$ cat src/rtl/pixel_stream_pkg.sv
// Shared geometry, state encoding and buffer addressing for the CHIP pixel-load transmitter.
// Pure declarations: no latency, no flow control.
package pixel_stream_pkg;

  localparam int PIX_W   = 5;
  localparam int IMG_W   = 20;
  localparam int IMG_H   = 20;
  localparam int LANES   = 5;
  localparam int OUT_CNT = (IMG_W - 2) * (IMG_H - 2);

  localparam int NPIX   = IMG_W * IMG_H;
  localparam int NGRP   = IMG_H / LANES;
  localparam int ADDR_W = $clog2(NPIX);
  localparam int COL_W  = $clog2(IMG_W);
  localparam int GRP_W  = (NGRP > 1) ? $clog2(NGRP) : 1;
  localparam int CNT_W  = $clog2(OUT_CNT + 1);

  localparam logic [COL_W-1:0]  LAST_COL = COL_W'(IMG_W - 1);
  localparam logic [COL_W-1:0]  PEN_COL  = COL_W'(IMG_W - 2);
  localparam logic [GRP_W-1:0]  LAST_GRP = GRP_W'(NGRP - 1);
  localparam logic [ADDR_W-1:0] LAST_PIX = ADDR_W'(NPIX - 1);
  localparam logic [CNT_W-1:0]  OUT_LAST = CNT_W'(OUT_CNT - 1);

  typedef enum logic [1:0] {
    FILL   = 2'd0,
    STREAM = 2'd1,
    DRAIN  = 2'd2
  } state_e;

  typedef logic [PIX_W-1:0] pix_t;
  typedef logic [LANES-1:0][PIX_W-1:0] lanes_t;

  // Lane k of a beat carries row (group*LANES + k) at the beat's column.
  function automatic logic [ADDR_W-1:0] rd_addr(input logic [GRP_W-1:0] grp,
                                                input logic [COL_W-1:0] col,
                                                input int lane);
    return ADDR_W'((int'(grp) * LANES + lane) * IMG_W + int'(col));
  endfunction

endpackage

$ cat src/rtl/pixel_frame_buf.sv
// Frame store: one synchronous write port, LANES combinational read ports per (group, col).
// Write lands on the next edge, reads are same-cycle; no backpressure, caller sequences access.
module pixel_frame_buf
  import pixel_stream_pkg::*;
(
  input  logic              i_clk,
  input  logic              i_we,
  input  logic [ADDR_W-1:0] i_wr_addr,
  input  pix_t              i_wr_dat,
  input  logic [GRP_W-1:0]  i_rd_grp,
  input  logic [COL_W-1:0]  i_rd_col,
  output lanes_t            o_rd_dat
);

  pix_t r_mem [NPIX];

  // Contents survive reset; every frame rewrites all entries before they are read.
  always_ff @(posedge i_clk) begin
    if (i_we) begin
      r_mem[i_wr_addr] <= i_wr_dat;
    end
  end

  always_comb begin
    o_rd_dat = '0;
    for (int k = 0; k < LANES; k++) begin
      o_rd_dat[k] = r_mem[rd_addr(i_rd_grp, i_rd_col, k)];
    end
  end

endmodule

$ cat src/rtl/pixel_stream_tx.sv
// Host-side CHIP loader: buffers a raster frame, streams it as LANES-wide beats, then waits out the result window.
// Beat 0 is registered out the cycle after the last accept; in_ready is low outside FILL, CHIP side has no backpressure.
module pixel_stream_tx
  import pixel_stream_pkg::*;
(
  input  logic             clk,
  input  logic             reset_n,
  input  logic             in_valid,
  input  logic [PIX_W-1:0] in_pixel,
  output logic             in_ready,
  output logic [PIX_W-1:0] pixel_in0,
  output logic [PIX_W-1:0] pixel_in1,
  output logic [PIX_W-1:0] pixel_in2,
  output logic [PIX_W-1:0] pixel_in3,
  output logic [PIX_W-1:0] pixel_in4,
  output logic             load_end,
  input  logic             readable,
  output logic             frame_done,
  output logic             busy
);

  state_e            r_state;
  logic [ADDR_W-1:0] r_wr_cnt;
  logic [COL_W-1:0]  r_col;
  logic [GRP_W-1:0]  r_grp;
  logic [CNT_W-1:0]  r_rd_cnt;
  lanes_t            r_lanes;
  logic              r_load_end;

  logic              w_accept;
  logic              w_last_beat;
  logic              w_nxt_le;
  logic [COL_W-1:0]  w_nxt_col;
  logic [GRP_W-1:0]  w_nxt_grp;
  lanes_t            w_rd_lanes;

  assign in_ready    = (r_state == FILL);
  assign busy        = (r_state != FILL);
  assign w_accept    = in_valid && in_ready;
  assign w_last_beat = (r_grp == LAST_GRP) && (r_col == LAST_COL);
  assign w_nxt_le    = (w_nxt_grp == LAST_GRP) && (w_nxt_col == PEN_COL);
  assign frame_done  = (r_state == DRAIN) && readable && (r_rd_cnt == OUT_LAST);

  // The read port always addresses the beat to be registered on the next edge.
  always_comb begin
    w_nxt_col = '0;
    w_nxt_grp = '0;
    if (r_state == STREAM) begin
      if (r_col == LAST_COL) begin
        w_nxt_grp = r_grp + 1'b1;
      end else begin
        w_nxt_grp = r_grp;
        w_nxt_col = r_col + 1'b1;
      end
    end
  end

  pixel_frame_buf u_buf (
    .i_clk     (clk),
    .i_we      (w_accept),
    .i_wr_addr (r_wr_cnt),
    .i_wr_dat  (in_pixel),
    .i_rd_grp  (w_nxt_grp),
    .i_rd_col  (w_nxt_col),
    .o_rd_dat  (w_rd_lanes)
  );

  always_ff @(posedge clk or negedge reset_n) begin
    if (!reset_n) begin
      r_state    <= FILL;
      r_wr_cnt   <= '0;
      r_col      <= '0;
      r_grp      <= '0;
      r_rd_cnt   <= '0;
      r_lanes    <= '0;
      r_load_end <= 1'b0;
    end else begin
      case (r_state)
        FILL: begin
          if (w_accept) begin
            if (r_wr_cnt == LAST_PIX) begin
              r_state  <= STREAM;
              r_wr_cnt <= '0;
              r_lanes  <= w_rd_lanes;
              r_col    <= w_nxt_col;
              r_grp    <= w_nxt_grp;
            end else begin
              r_wr_cnt <= r_wr_cnt + 1'b1;
            end
          end
        end
        STREAM: begin
          if (w_last_beat) begin
            r_state <= DRAIN;
            r_lanes <= '0;
            r_col   <= '0;
            r_grp   <= '0;
          end else begin
            r_lanes <= w_rd_lanes;
            r_col   <= w_nxt_col;
            r_grp   <= w_nxt_grp;
            if (w_nxt_le) begin
              r_load_end <= 1'b1;
            end
          end
        end
        DRAIN: begin
          if (readable) begin
            if (r_rd_cnt == OUT_LAST) begin
              r_state    <= FILL;
              r_rd_cnt   <= '0;
              r_load_end <= 1'b0;
            end else begin
              r_rd_cnt <= r_rd_cnt + 1'b1;
            end
          end
        end
        default: r_state <= FILL;
      endcase
    end
  end

  assign pixel_in0 = r_lanes[0];
  assign pixel_in1 = r_lanes[1];
  assign pixel_in2 = r_lanes[2];
  assign pixel_in3 = r_lanes[3];
  assign pixel_in4 = r_lanes[4];
  assign load_end  = r_load_end;

endmodule

$ cat config.mk
export PLATFORM = sky130hd
export DESIGN_NAME = pixel_stream_tx
export DESIGN_NICKNAME = d
export VERILOG_FILES = /design/src/rtl/pixel_stream_pkg.sv /design/src/rtl/pixel_frame_buf.sv /design/src/rtl/pixel_stream_tx.sv
export SDC_FILE = /design/constraint.sdc
export NUM_CORES = 2
export LEC_CHECK = 0
export BUFFER_PORTS_ARGS = -buffer_cell sky130_fd_sc_hd__buf_4
export CAP_MARGIN = 15
export CORE_UTILIZATION = 45
export DETAILED_ROUTE_END_ITERATION = 8
export PLACE_DENSITY = 0.61
export SLEW_MARGIN = 5
export SYNTH_ARGS = -nofsm -noshare
export SYNTH_HDL_FRONTEND = slang
export SYNTH_SLANG_ARGS = --single-unit
$ cat constraint.sdc
create_clock -name clk -period 5 [get_ports clk]
set_clock_uncertainty 0.1 [all_clocks]
set_input_delay 1.25 -clock clk [delete_from_list [all_inputs] [get_ports clk]]
set_output_delay 1.25 -clock clk [all_outputs]
set_load 0.02 [all_outputs]
== Yosys cells after proc, flatten, opt, wreduce, memory -nomap -nowiden ==
Memory sizes are Yosys's and may differ from the RTL's.
Index checks and enable logic that the tools add are counted.
Storage, ports and cells
  flip-flop bits (word level): 53
  bits in writable memories: 2000
  input bits: 9
  output and inout bits: 29
  word-level logic and storage cells: 91
  memories: 1
Memories
  u_buf.r_mem: depth 400, width 5, rd ports 5, clocked after memory_dff 0, write ports 1, line pixel_frame_buf.sv:15  | pix_t r_mem [NPIX];
Operators by class
  add/subtract/negate cells: 13
  $mul: 6
  eq/ne operators: 15
  mux-type cells: 31
  reduce and logical (&&, ||, !) cells: 14
Operator list (number)
  $mul A32 B4 Y7 const B: 5
  $mux W25: 3
  $add A32 B3 Y32 const B: 2
  $pmux W25 S2: 1
  $add A9 B6 Y9: 5
  $add A32 B2 Y32 const B: 1
  $add A32 B4 Y32 const B: 1
  $mux W5: 5
  $mux W2: 10
  $add A9 B1 Y9 const B: 2
  $eq A9 B9 Y1 const B: 2
  $mux W9: 2
  $eq A5 B5 Y1 const B: 2
  $pmux W5 S2: 1
  $reduce_and A5 Y1: 2
  $ne A2 B2 Y1 const B: 4
  $eq A2 B2 Y1 const B: 3
  $mux W1: 6
  $ne A2 B1 Y1 const B: 3
  $pmux W2 S3: 1
  $reduce_bool A2 Y1: 3
  $add A5 B1 Y5 const B: 1
  $logic_and A1 B1 Y1: 5
  $mul A2 B3 Y5 const B: 1
  7 further kinds: 8

== Longest topological paths before layout ==
An unclocked memory read counts as a cell.
  depth after elaboration: 11
  gate-level depth with buffers: 20
  gate-level depth less buffers: 17

== Hierarchy ==
Synthesis repeated with hierarchy kept, for this count alone.
Second synthesis, totals
  cell total of the unflattened synthesis: 6663
  area, all modules: 99983.4 um^2
Modules (own cells, without submodules)
  pixel_frame_buf: times used 1, cells an instance 6451, area an instance 97527.3 um^2, seq. area each 60057.6 um^2
  pixel_stream_tx: times used 1, cells an instance 212, area an instance 2456.1 um^2, seq. area each 1326.3 um^2

== Worst setup path before layout ==
Ideal clock, no wire load.
  path type: reg2reg
  start point: register r_col[0]
  end point: register r_lanes (netlist bit pixel_in1[1])
  setup time: 0.125 ns
  arrival time: 4.914 ns
  data required time: 4.775 ns
  path slack: -0.139 ns
  cell stages (with the launch flop): 18
  path buffers: 6
  period minus slack after synthesis: 5.139 ns
  cell sequence: dfrtp_1 -> ha_1 -> and4bb_1 -> buf_6 -> mux2i_2 -> ha_1 -> clkinv_1 -> fa_1 -> clkbuf_1 -> inv_1 -> buf_1 -> buf_2 -> clkbuf_1 -> buf_1 -> nand2_1 -> a21oi_1 -> nor4_1 -> a2111oi_0
Between the ends
  longest elaborated chain between the ends: 11
  elaborated cells on any way between the ends: 16
  those cells by class: add/sub (3); mul (2); eq/ne (1); mux (8); reduce/logical (1); memory (1)
RTL lines
  from (decl): line pixel_stream_tx.sv:24  | logic [COL_W-1:0] r_col;
  from (signal assigned): line pixel_stream_tx.sv:85  | r_col <= w_nxt_col;
  from (signal assigned): line pixel_stream_tx.sv:100  | r_col <= w_nxt_col;
  $eq A5 B5 Y1: line pixel_stream_tx.sv:40, pixel_stream_tx.sv:49
  $mux W2: line pixel_stream_tx.sv:49  | if (r_col == LAST_COL) begin
  $mux W2: line pixel_stream_tx.sv:48  | if (r_state == STREAM) begin
  $mul A2 B3 Y5: line pixel_stream_pkg.sv:37  | return ADDR_W'((int'(grp) * LANES + lane) * IMG_W + int'(col));
  $add A32 B2 Y32: line pixel_stream_pkg.sv:37
  $mul A32 B4 Y7: line pixel_stream_pkg.sv:37
  $add A9 B6 Y9: line pixel_stream_pkg.sv:37
  $mem_v2 Z400 W5
  $mux W25: line pixel_stream_tx.sv:81  | if (r_wr_cnt == LAST_PIX) begin
  $mux W25: line pixel_stream_tx.sv:80  | if (w_accept) begin
  $pmux W25 S2 *: line pixel_stream_tx.sv:78  | case (r_state)
  to (signal assigned): line pixel_stream_tx.sv:84  | r_lanes <= w_rd_lanes;
  to (signal assigned): line pixel_stream_tx.sv:99  | r_lanes <= w_rd_lanes;
  to (decl): line pixel_stream_tx.sv:27  | lanes_t r_lanes;
Every way passes the cells marked *; elsewhere a longest branch is shown, timed or not. The select of a mux whose other input is x is not followed.
A chain may end at the register's enable or synchronous reset.

== Final worst setup path ==
  start point: register r_col[0]
  end point: register r_lanes (netlist bit pixel_in3[4])
Between the ends
  longest elaborated chain between the ends: 11
  elaborated cells on any way between the ends: 16
  those cells by class: add/sub (3); mul (2); eq/ne (1); mux (8); reduce/logical (1); memory (1)
RTL lines (line)
  $eq A5 B5 Y1: pixel_stream_tx.sv:40, pixel_stream_tx.sv:49
  $mux W2: pixel_stream_tx.sv:49
  $mux W2: pixel_stream_tx.sv:48
  $mul A2 B3 Y5: pixel_stream_pkg.sv:37
  $add A32 B3 Y32: pixel_stream_pkg.sv:37
  $mul A32 B4 Y7: pixel_stream_pkg.sv:37
  $add A9 B6 Y9: pixel_stream_pkg.sv:37
  $mem_v2 Z400 W5
  $mux W25: pixel_stream_tx.sv:81
  $mux W25: pixel_stream_tx.sv:80
  $pmux W25 S2 *: pixel_stream_tx.sv:78
Marked as above.

==> results.sh <==
export IMPL_critPathCaptureType="register"
export IMPL_rsz0062_at_grt="yes"
export IMPL_dp_hpwl_um=277000
export IMPL_dieArea_sq_um=212000
export IMPL_grt_pass1_wl_um=514000
export IMPL_synth_edf_count=2000
export IMPL_cts_tree="yes"
export IMPL_drc=0
export IMPL_swShare_pct=20.3
export IMPL_antenna_found_initial=16
export IMPL_fin_cells=9287
export IMPL_cp_required_ns=5.63
export IMPL_overflow=0
export IMPL_setup_tns_ns=-0.143
export IMPL_synth_xor_area_share_pct=0.462
export IMPL_worst_pin_slew_ns=1.24
export IMPL_syn_cell_area_sq_um=94700
export IMPL_core_area_sq_um=209000
export IMPL_gp_congestion=1.12
export IMPL_grt_max_degree=143
export IMPL_switching_power_mw=6.94
export IMPL_clock_latency_ns=0.90
export IMPL_peakVddDrop_v=0.000393
export IMPL_die_x_um=461
export IMPL_synth_seq_cells=2053
export IMPL_routed_wl_um=378000
export IMPL_synth_top_family_by_area="multiplexers"
export IMPL_hold_ws_ns=0.388
export IMPL_power_leakage_nw=35.5
export IMPL_synth_simple_area_share_pct=6.57
export IMPL_postLayoutSetupSlackWorst_ns=-0.0899
export IMPL_clockPowerShare_pct=43.7
export IMPL_chipHeight_um=461
export IMPL_cts_max_path_buffers=3
export IMPL_ys_seq_area_share_pct=64.8
export IMPL_clock_sinks=2053
export IMPL_ios=38
export IMPL_period_share_pct=102
export IMPL_start_util_pct=45.2
export IMPL_synth_warnings=0
export IMPL_wl_per_cell_um=40.7
export IMPL_rrSetupSlack_ns=-0.09
export IMPL_timing_rr_end="pixel_in3[4]"
export IMPL_rows=168
export IMPL_fmax_mhz=196
export IMPL_postCtsHoldBufs=0
export IMPL_fin_util_pct=52.4
export IMPL_root_buffer="clkbuf_16"
export IMPL_drtAntennaViolNets=0
export IMPL_synth_area_leaders="edfxtp_1, mux4_2, mux2i_1"
export IMPL_syn_nets=5882
export IMPL_drt_pre_antenna_iters=9
export IMPL_start_kind="register"
export IMPL_maxCapViolCount=0
export IMPL_path_clk_slew_ns=0.07
export IMPL_synth_cell_types=80
export IMPL_slew_violations=0
export IMPL_r2r_start="r_col[0]"
export IMPL_run_status="complete, but fails checks"
export IMPL_total_power_mw=34.2
export IMPL_intPower_mw=27.2
export IMPL_vias=62500
export IMPL_nets=6334
export IMPL_violations="setup timing"
export IMPL_cts_buffers=202
export IMPL_hold_viol=0
export IMPL_ff2ff_path_depth=18
export IMPL_ys_flop_type="edfxtp_1"
export IMPL_hp_class="primary input to asynchronous set/reset pin"
export IMPL_powerDensity_nw_per_um2=312
export IMPL_relSlewSlack_pct=16.9
export IMPL_critPathMaxFanout=9
export IMPL_port_buffers=37
export IMPL_synthCells=5846
export IMPL_grt_usage_pct=35.6
export IMPL_drive_above_1_share_pct=27.1
export IMPL_cts_max_level=4
export IMPL_share_seq_of_total_power_pct=55.3
export IMPL_avgSynthCellArea_sq_um=16.2
export IMPL_area_growth_pct=15.8
export IMPL_synth_fa_ha_area_share_pct=0.388
export IMPL_synthMuxAreaShare_pct=19.4
export IMPL_yosys_area_top_type="edfxtp_1"
export IMPL_min_period_ns=5.09
export IMPL_synth_top_area_share_pct=63.4
export IMPL_drt_iter0_markers=9415
export IMPL_grt_pass1_vias=60800
export IMPL_crit_type="register to register"
export IMPL_viasPerCell=6.73
export IMPL_finalSetupViolCount=4
export IMPL_synth_async_sr_flop_share_pct=2.58
export IMPL_p_comb_share_pct=1.0
export IMPL_place_inst=8895
export IMPL_arrival_ns=5.72
export IMPL_synth_compound_area_share_pct=6.04
-- layout by cell type (no fill, tap or decap), types with 17 or more instances in the layout --
cell type and count:
a211oi_1 22, a21oi_1 93, a221oi_1 30, a22oi_1 283
a31oi_1 39, a32oi_1 34, and3_1 17, buf_12 102
buf_4 570, clkbuf_1 45, clkbuf_16 205, clkinv_1 51
clkinv_2 39, dfrtp_1 53, edfxtp_1 2000, ha_1 21
mux2i_1 286, mux4_2 684, nand2_1 594, nand2_2 20
nand3_1 136, nand4_1 49, nor2_1 523, nor3_1 58
o211ai_1 20, o21ai_0 58, o22ai_1 68, xnor2_1 18
-- cell type report --
class | instances | area (sq um)
fillers | 17100 | 99700
clock buffers | 250 | 5300
flip-flops and latches | 2053 | 61400
repair buffers | 680 | 6430
clock inverters | 129 | 1190
diodes | 9 | 22.5
well taps | 2805 | 3510
inverters | 19 | 85.1
multi-input cells | 3342 | 31700
-- cells by family (layout without fill, tap and decap cells) --
family,Yosys count,after routing
AND/OR/NAND/NOR,1486,1486
adder cells (fa/ha/maj),27,27
flip-flops,2053,2053
AO/OA/AOI/OAI,800,800
multiplexers,979,979
buffers and inverters,451,1078
XOR/XNOR,50,50
other,0,9
-- power by group through the flow --
stage	Sequential, mW	Clock (mW)	Combinational (mW)
after global placement	19.3	0	0.330
after global routing	18.9	15.7	0.378
after floorplan	19.3	0	0.0258
final	18.9	14.9	0.349
after detailed placement	19.3	0	0.352
after CTS	18.9	15.1	0.353
-- routing by layer --
layer | part of all wire (%) | track usage [%] | vias to the layer above
li1 | - | - | 24700
met5 | 0.026 | 0 | -
met1 | 38 | 47.3 | 32800
met4 | 6.9 | 20.3 | 14
met2 | 46 | 54.4 | 4019
met3 | 9.1 | 7.53 | 1008
-- state kept, by name (all words and copies together) (netlist names), 5 cells and up --
name,cells
pixel_in1,5
r_col,5
pixel_in0,5
r_rd_cnt,9
pixel_in4,5
r_wr_cnt,9
u_buf.r_mem,2000
pixel_in3,5
pixel_in2,5
-- cells in the mapped netlist (7+ instances only) --
cell type and instances:
xnor2_1 34, buf_1 57, o31ai_1 8, a2111oi_0 10, a211oi_1 24, o2111ai_1 11, o21ai_0 59, nand3_1 136
dfrtp_1 53, nor2_1 535, buf_6 29, a221oi_1 30, buf_2 54, o32ai_1 7, o221ai_1 14, nor3_1 62
nor3b_1 7, and3_1 17, inv_1 15, and2_1 10, buf_4 24, a22oi_1 285, mux2i_1 286, nand2_1 614
edfxtp_1 2000, a21oi_1 95, a41oi_1 10, o211ai_1 20, nor2b_1 11, nand4_1 49, clkbuf_1 260, mux4_2 684
a311oi_1 15, a31oi_1 40, xor2_1 16, o21ai_1 10, ha_1 23, a21o_1 9, mux2_2 7, nor4_1 11
o22ai_1 68, a32oi_1 35
-- metrics by stage --
stage / setup slack [ns] / instance area [sq um]
after floorplan: 0.000698 / 94700
after global placement: -0.472 / 103000
after detailed placement: -0.424 / 103000
after CTS: 0.0164 / 109000
after global routing: -0.0184 / 110000
final: -0.0899 / 110000
-- worst max-delay path, stage by stage, from the launching register on --
cell and delay, ns:
dfrtp_1 0.39, ha_1 0.22, and4bb_2 0.28, mux2i_2 0.18, buf_6 0.17, buf_4 0.17
ha_4 0.19, fa_4 0.91, inv_2 0.05, buf_4 0.18, nor2_1 0.32, nand2_1 0.31
buf_4 0.25, o221ai_1 0.20, a31oi_1 0.07, a31oi_1 0.46, buf_4 0.24, a31o_2 0.18
a221oi_1 0.08
-- worst max-delay path by stage --
stage	from	endpoint	slack, ns	cells past startpoint
floorplan	r_col[0]	pixel_in1[4]	0.0007	17
global placement	r_col[0]	pixel_in1[2]	-0.47	20
detailed placement	r_col[0]	pixel_in1[2]	-0.42	19
CTS	r_col[0]	pixel_in4[4]	0.02	16
global route	r_col[0]	pixel_in1[1]	-0.02	20
finish	r_col[0]	pixel_in3[4]	-0.09	18
-- repair_timing --
| action | CTS | global route |
|---|---|---|
| setup endpoints to repair | 9 | 17 |
| gates resized for setup | 19 | 23 |
| buffers inserted | 0 | 3 |
| endpoints found under the hold margin | 0 | 0 |
| pin swaps | 3 | 9 |
Power figures use the tool's default switching activity.
